[src/rtl/arb_pkg.sv]
// Shared constants and types for the 8-requester arbiter.
package arb_pkg;

    localparam int NUM_REQ = 8;
    localparam int ID_W    = 3;

    localparam logic [ID_W-1:0] RR_PTR_RST = 3'd7;

    typedef enum logic {IDLE, GRANT} arb_state_t;

endpackage

[src/rtl/arb_prio_sel8.sv]
// Combinational winner select: highest set bit wins, searched downward from start_ptr.
// A start_ptr of 7 gives plain fixed priority (bit 7 highest).
module arb_prio_sel8
    import arb_pkg::*;
(
    input  logic [NUM_REQ-1:0] req,
    input  logic [ID_W-1:0]    start_ptr,
    output logic [ID_W-1:0]    win_id,
    output logic               win_valid
);

    logic [ID_W-1:0]      shift;
    logic [2*NUM_REQ-1:0] req_dbl;
    logic [NUM_REQ-1:0]   req_rot;
    logic [ID_W-1:0]      rot_id;

    always_comb begin
        // Rotate so that bit start_ptr lands in position 7, encode, then rotate the index back.
        shift     = start_ptr + ID_W'(1);
        req_dbl   = {req, req} >> shift;
        req_rot   = req_dbl[NUM_REQ-1:0];
        rot_id    = '0;
        win_valid = |req;
        for (int i = 0; i < NUM_REQ; i++) begin
            if (req_rot[i]) begin
                rot_id = ID_W'(i);
            end
        end
        win_id = rot_id + shift;
    end

endmodule

[src/rtl/prio_arbiter_8.sv]
// 8-requester arbiter with registered grant, hold-until-release, hold timeout and a turnaround bubble.
// Define ARB_ROUND_ROBIN_EN for rotating priority; otherwise fixed priority with bit 7 highest.
//
// state | meaning
// IDLE  | no owner; arbitrate req this cycle, outputs all zero
// GRANT | owner grant_id holds the resource until done, request drop or hold limit
module prio_arbiter_8
    import arb_pkg::*;
#(
    parameter int MAX_HOLD = 16
)(
    input  logic               clk,
    input  logic               rst,
    input  logic [NUM_REQ-1:0] req,
    input  logic               done,
    output logic [NUM_REQ-1:0] grant,
    output logic [ID_W-1:0]    grant_id,
    output logic               grant_valid,
    output logic               timeout
);

    localparam int HOLD_W = (MAX_HOLD < 1) ? 1 : $clog2(MAX_HOLD + 1);
    localparam logic [HOLD_W-1:0] HOLD_LAST = (MAX_HOLD < 1) ? '0 : HOLD_W'(MAX_HOLD - 1);

    arb_state_t         state_q, state_d;
    logic [NUM_REQ-1:0] grant_q, grant_d;
    logic [ID_W-1:0]    grant_id_q, grant_id_d;
    logic               grant_valid_q, grant_valid_d;
    logic               timeout_q, timeout_d;
    logic [HOLD_W-1:0]  hold_q, hold_d;

    logic [ID_W-1:0]    start_ptr;
    logic [ID_W-1:0]    win_id;
    logic               win_valid;
    logic               rel_req;
    logic               rel_to;

    arb_prio_sel8 u_sel (
        .req       (req),
        .start_ptr (start_ptr),
        .win_id    (win_id),
        .win_valid (win_valid)
    );

`ifdef ARB_ROUND_ROBIN_EN
    logic [ID_W-1:0] ptr_q, ptr_d;

    assign start_ptr = ptr_q;

    // The winner just granted becomes the lowest priority for the next search.
    always_comb begin
        ptr_d = ptr_q;
        if (state_q == IDLE && win_valid) begin
            ptr_d = win_id + ID_W'(7);
        end
    end

    always_ff @(posedge clk) begin
        if (rst) begin
            ptr_q <= RR_PTR_RST;
        end else begin
            ptr_q <= ptr_d;
        end
    end
`else
    assign start_ptr = RR_PTR_RST;
`endif

    assign rel_req = ~req[grant_id_q];
    assign rel_to  = (MAX_HOLD != 0) && (hold_q == HOLD_LAST);

    always_comb begin
        state_d       = state_q;
        grant_d       = grant_q;
        grant_id_d    = grant_id_q;
        grant_valid_d = grant_valid_q;
        timeout_d     = 1'b0;
        hold_d        = hold_q;
        case (state_q)
            IDLE: begin
                grant_d       = '0;
                grant_id_d    = '0;
                grant_valid_d = 1'b0;
                hold_d        = '0;
                if (win_valid) begin
                    state_d       = GRANT;
                    grant_d       = NUM_REQ'(1) << win_id;
                    grant_id_d    = win_id;
                    grant_valid_d = 1'b1;
                end
            end
            GRANT: begin
                if (done || rel_req || rel_to) begin
                    state_d       = IDLE;
                    grant_d       = '0;
                    grant_id_d    = '0;
                    grant_valid_d = 1'b0;
                    hold_d        = '0;
                    // Flag a timeout only when the hold limit alone ended the grant.
                    timeout_d     = rel_to && !done && !rel_req;
                end else if (hold_q != HOLD_LAST) begin
                    hold_d = hold_q + HOLD_W'(1);
                end
            end
            default: begin
                state_d = IDLE;
            end
        endcase
    end

    always_ff @(posedge clk) begin
        if (rst) begin
            state_q       <= IDLE;
            grant_q       <= '0;
            grant_id_q    <= '0;
            grant_valid_q <= 1'b0;
            timeout_q     <= 1'b0;
            hold_q        <= '0;
        end else begin
            state_q       <= state_d;
            grant_q       <= grant_d;
            grant_id_q    <= grant_id_d;
            grant_valid_q <= grant_valid_d;
            timeout_q     <= timeout_d;
            hold_q        <= hold_d;
        end
    end

    assign grant       = grant_q;
    assign grant_id    = grant_id_q;
    assign grant_valid = grant_valid_q;
    assign timeout     = timeout_q;

endmodule

[config.mk]
export PLATFORM = sky130hd
export DESIGN_NAME = prio_arbiter_8
export DESIGN_NICKNAME = d
export VERILOG_FILES = /design/src/rtl/arb_pkg.sv /design/src/rtl/arb_prio_sel8.sv /design/src/rtl/prio_arbiter_8.sv
export SDC_FILE = /design/constraint.sdc
export NUM_CORES = 1
export LEC_CHECK = 0
export ABC_CLOCK_PERIOD_IN_PS = 1600
export CORE_MARGIN = 8
export CORE_UTILIZATION = 41
export DETAILED_ROUTE_END_ITERATION = 8
export GPL_TIMING_DRIVEN = 0
export PLACE_DENSITY = 0.77
export SLEW_MARGIN = 5
export SYNTH_ARGS = -nofsm -noshare
export SYNTH_HDL_FRONTEND = slang
export SYNTH_SLANG_ARGS = --single-unit
[constraint.sdc]
create_clock -name clk -period 1.6 [get_ports clk]
set_input_delay 0.32 -clock clk [delete_from_list [all_inputs] [get_ports clk]]
set_output_delay 0.32 -clock clk [all_outputs]
set_load 0.02 [all_outputs]
-- Yosys cells after proc, flatten, opt, wreduce, memory -nomap -nowiden
Index checks and enable logic that the tools add are counted.
- register bits: 19
- logic and storage cells: 46
- output and inout port bits: 13
- bitwise gates (word level): 3
- add/subtract/negate cells: 1
- reductions and logical operators: 7
- shift operators: 1
- multiplexer cells: 23
- order comparisons: 1
- equality and inequality tests: 4
- operators with widths (kind ; count):
    $mux W3 ; 6
    $mux W8 ; 2
    $pmux W8 S2 ; 1
    $mux W5 ; 2
    $pmux W5 S2 ; 1
    $reduce_or A8 Y1 ; 1
    $shl A1 B3 Y8 const A ; 1
    $pmux W3 S2 ; 1
    $add A5 B1 Y5 const B ; 1
    $eq A5 B4 Y1 const B ; 1
    $mux W1 ; 5
    $ne A5 B4 Y1 const B ; 1
    $lt A3 B4 Y1 const B ; 1
    $mux W2 ; 2
    $pmux W1 S2 ; 2
    $bmux W1 S3 ; 1
    $ne A3 B1 Y1 const B ; 1
    $not A1 Y1 ; 3
    $reduce_or A3 Y1 ; 1
    $logic_and A1 B1 Y1 ; 2
    $logic_or A1 B1 Y1 ; 2
    $ne A2 B1 Y1 const B ; 1
    $logic_not A1 Y1 ; 1

-- Depth between registers and ports, before layout
Gate-level depths: netlist of run 1.
- depth in word-level cells: 10
- gate-level depth with buffers: 8
- gate-level depth less buffers: 7

-- Cells and area by module
From an unflattened synthesis of run 1, not the netlist that was laid out.
- cell total of the unflattened synthesis: 128
- area total of the unflattened synthesis: 1297.5 µm²
- modules (own cells, without submodules) (module ; sequential area each (µm²) ; times used ; cells an instance ; area each (µm²)):
    prio_arbiter_8 ; 380.4 ; 1 ; 75 ; 815.8
    arb_prio_sel8 ; 0.0 ; 1 ; 53 ; 481.7

-- Worst setup path before layout of run 1
No wires, ideal clock.
- path kind: reg-to-reg
- start point: reg grant_id_q[0] (netlist: grant_id[0])
- end point: reg grant_q[5] (netlist: grant[5])
- data required time: 1483 ps
- setup slack: -218 ps
- setup time: 117 ps
- arrival: 1702 ps
- cell stages (with the launch flop): 8
- cell sequence: dfxtp_1 -> buf_6 -> mux2_4 -> or3_4 -> nand4_2 -> nor2_2 -> buf_6 -> a22o_1
- cells in the longest elaborated chain, start to end: 6
- RTL lines (element ; RTL line ; source):
    from (decl) ; prio_arbiter_8.sv:27 ; logic [ID_W-1:0] grant_id_q, grant_id_d;
    from (signal assigned) ; prio_arbiter_8.sv:122 ; grant_id_q <= grant_id_d;
    $bmux W1 S3 ; prio_arbiter_8.sv:69 ; assign rel_req = ~req[grant_id_q];
    $mux W1 (not written as such) ; prio_arbiter_8.sv:69 ;
    $not A1 Y1 ; prio_arbiter_8.sv:69 ;
    $logic_or A1 B1 Y1 (2 in a row) ; prio_arbiter_8.sv:93 ; if (done || rel_req || rel_to) begin
    $ne A2 B1 Y1 (no source line) ; - ;
    to (signal assigned) ; prio_arbiter_8.sv:121 ; grant_q <= grant_d;
    to (decl) ; prio_arbiter_8.sv:26 ; logic [NUM_REQ-1:0] grant_q, grant_d;
Every way passes these cells. The select of a mux whose other input is x is not followed.
A chain may end at the register's enable or synchronous reset.

-- Worst setup path in the final report of run 1
- start point: reg hold_q[1]
- end point: reg grant_q[1] (netlist: grant[1])
- cells in the longest elaborated chain, start to end: 3
- RTL lines (element ; RTL line ; source):
    from (decl) ; prio_arbiter_8.sv:30 ; logic [HOLD_W-1:0] hold_q, hold_d;
    from (signal assigned) ; prio_arbiter_8.sv:125 ; hold_q <= hold_d;
    $eq A5 B4 Y1 ; prio_arbiter_8.sv:70 ; assign rel_to = (MAX_HOLD != 0) && (hold_q == HOLD_LAST);
    $logic_or A1 B1 Y1 ; prio_arbiter_8.sv:93 ;
    $ne A2 B1 Y1 (no source line) ; - ;
Every way passes these cells.

==> metrics.txt, run 1 <==
Num CTS Buffers=3; crit path launch type=flop; Critical path buffers and inverters=1; critical path class=flop to flop; Crit Path Max Fanout=7; Final WS setup=-0.184 ns; Fmax=between 500 and 600 MHz; crit path cell chain=ha_4, and3_4, ha_4, a311oi_4, nand4_4, or2_1, buf_6, a21oi_2; unrepaired setup endpoints after global routing=true; GPL Wtd Cong=between 0.8 and 0.9; Buffers on Ports=23; Mapped Area=between 800 and 900 um2; hpwl dp=1.55 mm; CP top delay family=simple AND/OR/NAND/NOR gates; CTS tree=yes; Slew Limit Fails=0; global-route wire length before repair=3.55 mm; DRT Pass-1 Iters=4; via count=roughly 790; Die H=just over 60 um; share of layout cells above drive strength 1=23.3%; Filler Cells Inserted=170; Gate Count Post-Synth=88; worst min path class=flop to flop; final hold vios=0; final WL=around 2.2 mm; failing checks=setup timing; Initial Util=about 44%; Total Power=0.000985 W; htree depth=1; Synth Register Bits=19; fin crit period=1.78 ns; via density per instance=roughly 5.4; Root Driver=clkbuf_4; Core Area=1980 um2; commonest non-fill, non-tap cell in the layout=dfxtp_1; endpoint class of the critical path=flop; status=complete, but fails checks; most used cell, CP=ha_4; latest clock arrival within the worst-skew pair=~0.30 ns; Primary FF master, synth=dfxtp_1; P per Cell Area=763 nW/um2; site row count=16; max-capacitance violation count=0; Rel. slew slack=between 70 and 80%; DIE AREA=3850 um2; vias in the first global route=between 800 and 900; leakage power=about 0.66 nW; Die W=between 60 and 70 um; endpoints failing setup=18; Arr. time, crit path=just over 2 ns; Layout area overhead=48.3%; DRC=0; Max IR drop VDD=roughly 0.00058 V; io pins=24; wire per inst=approximately 15 um; Clock Pin Slew Worst Setup and Hold Paths=around 0.10 ns; Non-Filler Instances=between 100 and 150; measured slew at the worst slew-check pin=0.429 ns; Post-synth EDFFs=0; DP Cell Count=about 140; ratio of final minimum period to clock period=111%; Post-Place Setup Slack=-0.550 ns; Mapped Avg Cell Area=between 9 and 10 um2; number of DRC markers in iteration 0=22; Synth cell types=41; asr flop ratio synth=0%; sequential-to-total area share from yosys stat=43.7%; leading cell types in the layout, fill and taps excluded=dfxtp_1 (16), nor2_1 (11), dlymetal6s2s_1 (11); largest stage delay on the critical path=0.35 ns; syn nets=about 100; GRT Resource Usage Total=12.4%; Sink Count=19; Final Skew=approximately 0.0063 ns; Worst path slowest cell=dfxtp_2; fin nets=roughly 130; Final ANT Viol Nets=0; # diodes=0; Syn. warnings=0; pin count of the biggest net entering global routing=11; Longest Clk Path Bufs=2; WP data required=1.84 ns; initial antenna violation count=0; total global routing overflow=0
-- cells in the mapped netlist, drive strengths merged (2+ instances only) --
library cell	instances	area share (%)
o21ai	3	2.2
o22a	2	2.0
o2bb2ai	2	2.0
a22o	3	3.0
a32o	2	2.3
mux2i	3	3.4
nor2	13	5.9
nand2	5	2.2
nand3	2	1.1
buf	3	3.2
dfxtp	19	44
a21oi	2	1.6
nand4	2	2.2
inv	4	1.7
ha	2	2.9
-- final timing paths --
kind,startpoint,end,slack [ns],cells after the start
setup / recovery,hold_q[1],grant[1],-0.18,8
hold reg to reg,grant_valid,grant_valid,0.47,1
setup reg to reg,hold_q[1],grant[1],-0.18,8
hold / removal,grant_valid,grant_valid,0.47,1
-- where the power goes --
group / switching, W / internal [W] / total [W]
registers: 0.0000214 / 0.000497 / 0.000518
clock network: 0.000151 / 0.0000971 / 0.000248
logic: 0.000112 / 0.000106 / 0.000218
-- cells by family after synthesis --
group,after synthesis,share of synthesized area [%]
compound gates,20,19.0
simple gates,34,22.4
xor+xnor,2,2.01
mux,4,5.17
fa+ha+maj,2,2.87
flops,19,43.7
buf+inv,7,4.88
-- timing repair --
action | CTS | global route
endpoints found under the setup margin | 20 | 28
hold buffers | 0 | 0
setup buffers | 5 | 0
resized for setup | 8 | 12
pin swaps | 4 | 0
-- layout make-up --
| type | instances | area (um2) | area share, % |
|---|---|---|---|
| repair buffers | 28 | 289 | 22.4 |
| multi-input cells | 62 | 507 | 39.2 |
| inverters | 4 | 15.0 | 1.16 |
| well taps | 27 | 33.8 | 2.62 |
| flip-flops and latches | 19 | 387 | 29.9 |
| plain buffers | 3 | 33.8 | 2.62 |
| clock buffers | 4 | 26.3 | 2.03 |
-- state kept, by name (all words and copies together), names as in the netlist --
register     cells
grant            8
hold_q           5
grant_id         3
grant_valid      1
state_q          1
timeout          1
-- stage by stage --
step / hold slack, ns / utilization [%] / cell area [um2] / TNS [ns]
finish: 0.467 / 65.2 / 1290 / -2.43
global route: 0.489 / 65.2 / 1290 / -3.79
CTS: 0.481 / 63.6 / 1260 / -2.61
detailed placement: 0.430 / 59.4 / 1180 / -8.83
global placement: 0.421 / 59.4 / 1180 / -8.65
floorplan: 0.396 / - / 913 / -1.69
-- per-layer routing --
layer,vias to the layer above,part of all wire (%),track usage (%)
met5,-,0,0
met4,0,0.87,3.90
met3,4,5.8,2.88
met2,22,48,22.0
met1,378,45,14.3
li1,390,-,-
Power figures use the tool's default switching activity.
==> run 2, diff against run 1 <==
--- a/config.mk
+++ b/config.mk
@@ -9,8 +9,10 @@
 export CORE_MARGIN = 8
 export CORE_UTILIZATION = 41
 export DETAILED_ROUTE_END_ITERATION = 8
+export GPL_ROUTABILITY_DRIVEN = 0
 export GPL_TIMING_DRIVEN = 0
 export PLACE_DENSITY = 0.77
+export RECOVER_POWER = 25
 export SLEW_MARGIN = 5
 export SYNTH_ARGS = -nofsm -noshare
 export SYNTH_HDL_FRONTEND = slang
==> run 2 against run 1 <==
Against the previous run: the run still ends with setup timing left; final area shrank 2.0%; highest routed layer unchanged; sequential share of layout area grew 0.62 points; clock power is essentially flat; combinational power is essentially flat; power shrank 0.18%; critical endpoint unchanged; final cell count is the same.
==> metrics.txt, run 2 (synthesized netlist as in run 1, its figures left out) <==
final WL=2.19 mm (about the same); Switch Pwr=0.000285 W (about the same); ratio of final minimum period to clock period=111% (about the same); DRT Pass-1 Iters=4 (unchanged); Die H=62.1 um (unchanged); Final Skew=0.00629 ns (was 0.00630 ns); leading cell types in the layout, fill and taps excluded=dfxtp_1 (16), nor2_1 (11), dlymetal6s2s_1 (8) (was dfxtp_1 (16), nor2_1 (11), dlymetal6s2s_1 (11)); Sink Count=19 (unchanged); hpwl dp=1.55 mm (unchanged); leakage power=0.596 nW (was 0.657 nW); wire per inst=14.9 um (about the same); Gate power share=22.0% (was 22.2%); P per Cell Area=777 nW/um2 (was 763 nW/um2); status=complete, but fails checks (unchanged); Rel. slew slack=71.0% (was 71.1%); Root Driver=clkbuf_4 (unchanged); critical path class=flop to flop (unchanged); largest stage delay on the critical path=0.35 ns (about the same); DRC=0 (unchanged); setup_tns=-2.42 ns (was -2.43 ns); DIE AREA=3850 um2 (unchanged); register area=387 um2 (unchanged); io pins=24 (unchanged); Sw Share=29.0% (was 28.9%); vias in the first global route=809 (unchanged); Clock Pin Slew Worst Setup and Hold Paths=0.10 ns (about the same); Buffers on Ports=23 (unchanged); crit path launch type=flop (unchanged); Multi-input gate area=507 um2 (unchanged); GRT Resource Usage Total=12.4% (unchanged); CTS tree=yes (unchanged); via density per instance=5.42 (was 5.40); CP top delay family=simple AND/OR/NAND/NOR gates (unchanged); Arr. time, crit path=2.02 ns (about the same); Layout area overhead=45.3% (was 48.3%); max-capacitance violation count=0 (unchanged); commonest non-fill, non-tap cell in the layout=dfxtp_1 (unchanged); Fmax=561 MHz (about the same); fin nets=134 (unchanged); final hold vios=0 (unchanged); Clk pwr share=25.3% (was 25.2%); number of DRC markers in iteration 0=25 (was 22); global-route wire length before repair=3.55 mm (unchanged); # diodes=0 (unchanged); Max IR drop VDD=0.000583 V (was 0.000582 V); share of layout cells above drive strength 1=23.3% (unchanged); Post-Place Setup Slack=-0.550 ns (unchanged); latest clock arrival within the worst-skew pair=0.30 ns (about the same); Worst path slowest cell=dfxtp_2 (unchanged); endpoints failing setup=18 (unchanged); failing checks=setup timing (unchanged); unrepaired setup endpoints after global routing=true (unchanged); pin count of the biggest net entering global routing=11 (unchanged); Slew Limit Fails=0 (unchanged); via count=797 (was 794); Final WS setup=-0.183 ns (was -0.184 ns); Post-CTS Hold Buffers=0 (unchanged); Critical path buffers and inverters=1 (unchanged); Final ANT Viol Nets=0 (unchanged); Num CTS Buffers=3 (unchanged); Reg power frac=52.7% (was 52.6%); fin crit period=1.78 ns (about the same); Core Area=1980 um2 (unchanged); Filler Cells Inserted=179 (was 170); measured slew at the worst slew-check pin=0.431 ns (was 0.429 ns); htree depth=1 (unchanged); site row count=16 (unchanged); initial antenna violation count=0 (unchanged); crit path cell chain=ha_4, and3_4, ha_4, a311oi_4, nand4_4, or2_1, buf_6, a21oi_2 (unchanged); Internal=0.000698 W (was 0.000700 W); Longest Clk Path Bufs=2 (unchanged); max reg flops=8 (unchanged); total global routing overflow=0 (unchanged); WP data required=1.84 ns (about the same); Die W=62.1 um (unchanged); Initial Util=43.9% (unchanged); Crit Path Max Fanout=7 (unchanged); worst min path class=flop to flop (unchanged); most used cell, CP=ha_4 (unchanged); endpoint class of the critical path=flop (unchanged)
[run 2: cell types whose count changed in the layout (fill, tap and decap cells not counted), sizes merged]
| cell | previous run | this run |
|---|---|---|
| clkbuf | 4 | 7 |
| dlymetal6s2s | 11 | 8 |
[run 2: power by group through the flow]
stage	clock (W)	combinational, W	sequential [W]
5_1_grt	0.000272	0.000234	0.000522
6_report	0.000248	0.000216	0.000518
3_5_place_dp	0	0.000204	0.000528
3_3_place_gp	0	0.000204	0.000527
2_1_floorplan	0	0.0000915	0.000549
4_1_cts	0.000251	0.000221	0.000518
[run 2: timing repair]
| item | in CTS | in global routing |
|---|---|---|
| setup buffers | 5 | 0 |
| pin swaps | 4 | 0 |
| setup endpoints to repair | 20 | 28 |
| gates resized for setup | 8 | 12 |
[run 2: layer usage]
metal | global-route usage (%) | vias to the layer above | routed length [um]
met5 | 0 | - | 0
met4 | 3.90 | 0 | 19
met3 | 2.88 | 4 | 114
met2 | 22.0 | 21 | 1050
met1 | 14.3 | 383 | 999
li1 | - | 389 | -
[run 2: cell type report]
type / count / area share (%)
Sequential cell: 19 / 30.6
Multi-Input combinational cell: 62 / 40.1
Buffer: 3 / 2.67
Clock buffer: 4 / 2.08
Inverter: 4 / 1.19
Timing Repair Buffer: 28 / 20.8
Tap cell: 27 / 2.67
[run 2: final timing paths]
check | from | to | slack [ns] | depth (start not counted)
worst min register to register | grant_valid | grant_valid | 0.47 | 1
worst max register to register | hold_q[1] | grant[1] | -0.18 | 8
worst max-delay path | hold_q[1] | grant[1] | -0.18 | 8
worst min-delay path | grant_valid | grant_valid | 0.47 | 1
[run 2: metrics by stage]
| stage | power, W | util, % | hold WS [ns] | instances | area (um2) |
|---|---|---|---|---|---|
| 3_5_place_dp | 0.000733 | 59.4 | 0.430 | 138 | 1180 |
| 3_3_place_gp | 0.000731 | 59.4 | 0.421 | 138 | 1180 |
| 5_1_grt | 0.00103 | 63.8 | 0.489 | 147 | 1260 |
| 2_1_floorplan | 0.000640 | - | 0.396 | 88 | 913 |
| 6_report | 0.000983 | 63.8 | 0.467 | 147 | 1260 |
| 4_1_cts | 0.000990 | 63.6 | 0.481 | 147 | 1260 |
==> run 3, diff against run 2 <==
--- a/config.mk
+++ b/config.mk
@@ -12,7 +12,7 @@
 export GPL_ROUTABILITY_DRIVEN = 0
 export GPL_TIMING_DRIVEN = 0
 export PLACE_DENSITY = 0.77
-export RECOVER_POWER = 25
+export RECOVER_POWER = 50
 export SLEW_MARGIN = 5
 export SYNTH_ARGS = -nofsm -noshare
 export SYNTH_HDL_FRONTEND = slang
==> run 3 against run 2 <==
Against the previous run: the run still ends with setup timing left; clock power is essentially flat; wire length is 0.41% lower; clock-buffer cell count did not move; maximum frequency about the same; sequential share of layout area rose by 0.87 points; sequential power about the same; sequential cell count is the same; critical path depth shrank 1; critical endpoint unchanged.
==> metrics.txt, run 3 (synthesized netlist as in run 1, its figures left out) <==
vias in the first global route=809 (unchanged); fin crit period=1.78 ns (about the same); Design Area, Final=1230 um2 (was 1260 um2); wire per inst=14.8 um (was 14.9 um); DRC=0 (unchanged); via density per instance=5.42 (unchanged); leakage power=0.524 nW (was 0.596 nW); pin count of the biggest net entering global routing=11 (unchanged); fin nets=134 (unchanged); Clock Pin Slew Worst Setup and Hold Paths=0.10 ns (about the same); Root Driver=clkbuf_4 (unchanged); CTS tree=yes (unchanged); HP Start=grant_valid (unchanged); Post-Place Setup Slack=-0.550 ns (unchanged); DRT Pass-1 Iters=4 (unchanged); Critical path buffers and inverters=2 (was 1); failing checks=setup timing (unchanged); Placed Area=1180 um2 (unchanged); crit path launch type=primary input (was flop); max-capacitance violation count=0 (unchanged); Longest Clk Path Bufs=2 (unchanged); hpwl dp=1.55 mm (unchanged); Final ANT Viol Nets=0 (unchanged); number of DRC markers in iteration 0=28 (was 25); latest clock arrival within the worst-skew pair=0.30 ns (about the same); share of layout cells above drive strength 1=23.3% (unchanged); Sink Count=19 (unchanged); Fmax=561 MHz (about the same); # diodes=0 (unchanged); final WL=2.18 mm (was 2.19 mm); Worst path slowest cell=clkdlybuf4s50_1 (was dfxtp_2); measured slew at the worst slew-check pin=0.431 ns (about the same); global-route wire length before repair=3.55 mm (unchanged); Max IR drop VDD=0.000595 V (was 0.000583 V); Die H=62.1 um (unchanged); Arr. time, crit path=2.02 ns (about the same); status=complete, but fails checks (unchanged); Die W=62.1 um (unchanged); via count=797 (unchanged); Crit Path Max Fanout=7 (unchanged); Post-CTS Hold Buffers=0 (unchanged); CP startpoint=req[2] (was hold_q[1]); Layout area overhead=41.2% (was 45.3%); final cell utilization of the core=62.1% (was 63.8%); htree depth=1 (unchanged); Worst R2R Start=hold_q[1] (unchanged); crit path cell chain=clkdlybuf4s50_1, mux2i_1, a311oi_4, nand4_4, or2_1, buf_6, a21oi_2 (was ha_4, and3_4, ha_4, a311oi_4, nand4_4, or2_1, buf_6, a21oi_2); Total Power=0.000975 W (was 0.000983 W); Initial Util=43.9% (unchanged); Final Skew=0.00596 ns (was 0.00629 ns); Rel. slew slack=71.0% (unchanged); endpoint class of the critical path=flop (unchanged); Final WS setup=-0.184 ns (was -0.183 ns); io pins=24 (unchanged); leading cell types in the layout, fill and taps excluded=dfxtp_1 (16), nor2_1 (11), clkbuf_1 (8) (was dfxtp_1 (16), nor2_1 (11), dlymetal6s2s_1 (8)); max reg flops=8 (unchanged); DIE AREA=3850 um2 (unchanged); cell depth of the worst setup path=7 (was 8); total global routing overflow=0 (unchanged); worst min path class=flop to flop (unchanged); Filler Cells Inserted=182 (was 179); unrepaired setup endpoints after global routing=true (unchanged); Slew Limit Fails=0 (unchanged); P per Cell Area=793 nW/um2 (was 777 nW/um2); Num CTS Buffers=3 (unchanged); R2R depth=8 (unchanged); critical path class=primary input to flop (was flop to flop); ratio of final minimum period to clock period=111% (about the same); final hold vios=0 (unchanged); Core Area=1980 um2 (unchanged); WP data required=1.84 ns (about the same); endpoints failing setup=18 (unchanged); GRT Resource Usage Total=12.4% (unchanged); CP top delay family=buffers and inverters (was simple AND/OR/NAND/NOR gates); commonest non-fill, non-tap cell in the layout=dfxtp_1 (unchanged); largest stage delay on the critical path=0.54 ns (was 0.35 ns); site row count=16 (unchanged); Worst Hold Depth=1 (unchanged); Buffers on Ports=23 (unchanged); setup_tns=-2.43 ns (was -2.42 ns); initial antenna violation count=0 (unchanged)
-- run 3: through the flow --
| stage | instances | hold slack, ns |
|---|---|---|
| 6_report | 147 | 0.470 |
| 5_1_grt | 147 | 0.489 |
| 4_1_cts | 147 | 0.481 |
| 3_5_place_dp | 138 | 0.430 |
| 3_3_place_gp | 138 | 0.421 |
| 2_1_floorplan | 88 | 0.396 |
-- run 3: area by class of cell --
class | count | area [um2] | area share, %
repair buffers | 28 | 228 | 18.5
flip-flops and latches | 19 | 387 | 31.4
inverters | 4 | 15.0 | 1.22
multi-input cells | 62 | 507 | 41.2
plain buffers | 3 | 33.8 | 2.75
clock buffers | 4 | 26.3 | 2.14
well taps | 27 | 33.8 | 2.75
-- run 3: final timing paths --
kind	slack, ns	endpoint
max	-0.18	grant[1]
min	0.47	grant_valid
max reg2reg	-0.18	grant[1]
min reg2reg	0.47	grant_valid
-- run 3: routing by layer --
layer | track usage [%] | wire, um | vias up
met3 | 2.88 | 111 | 4
met5 | 0 | 0 | -
met4 | 3.90 | 19 | 0
met2 | 22.0 | 1050 | 21
li1 | - | - | 389
met1 | 14.3 | 996 | 383
-- run 3: report_power, final --
part	switching (W)	internal (W)	leakage, nW
Clock	0.000151	0.0000971	0.0150
Sequential	0.0000216	0.000497	0.157
Combinational	0.000113	0.0000966	0.352
Total	0.000285	0.000691	0.524
-- run 3: repair_timing --
| item | in CTS | in global routing |
|---|---|---|
| pin swaps | 4 | 0 |
| resized for setup | 8 | 12 |
| endpoints found under the hold margin | 0 | 0 |
| setup buffers | 5 | 0 |
| endpoints found under the setup margin | 20 | 28 |
-- run 3: worst register-to-register path, cell delays in order (launching register included) --
cell and delay [ns]:
dfxtp_2 0.35, ha_4 0.15, and3_4 0.18, ha_4 0.16
a311oi_4 0.25, nand4_4 0.15, or2_1 0.24, buf_6 0.14
a21oi_2 0.10
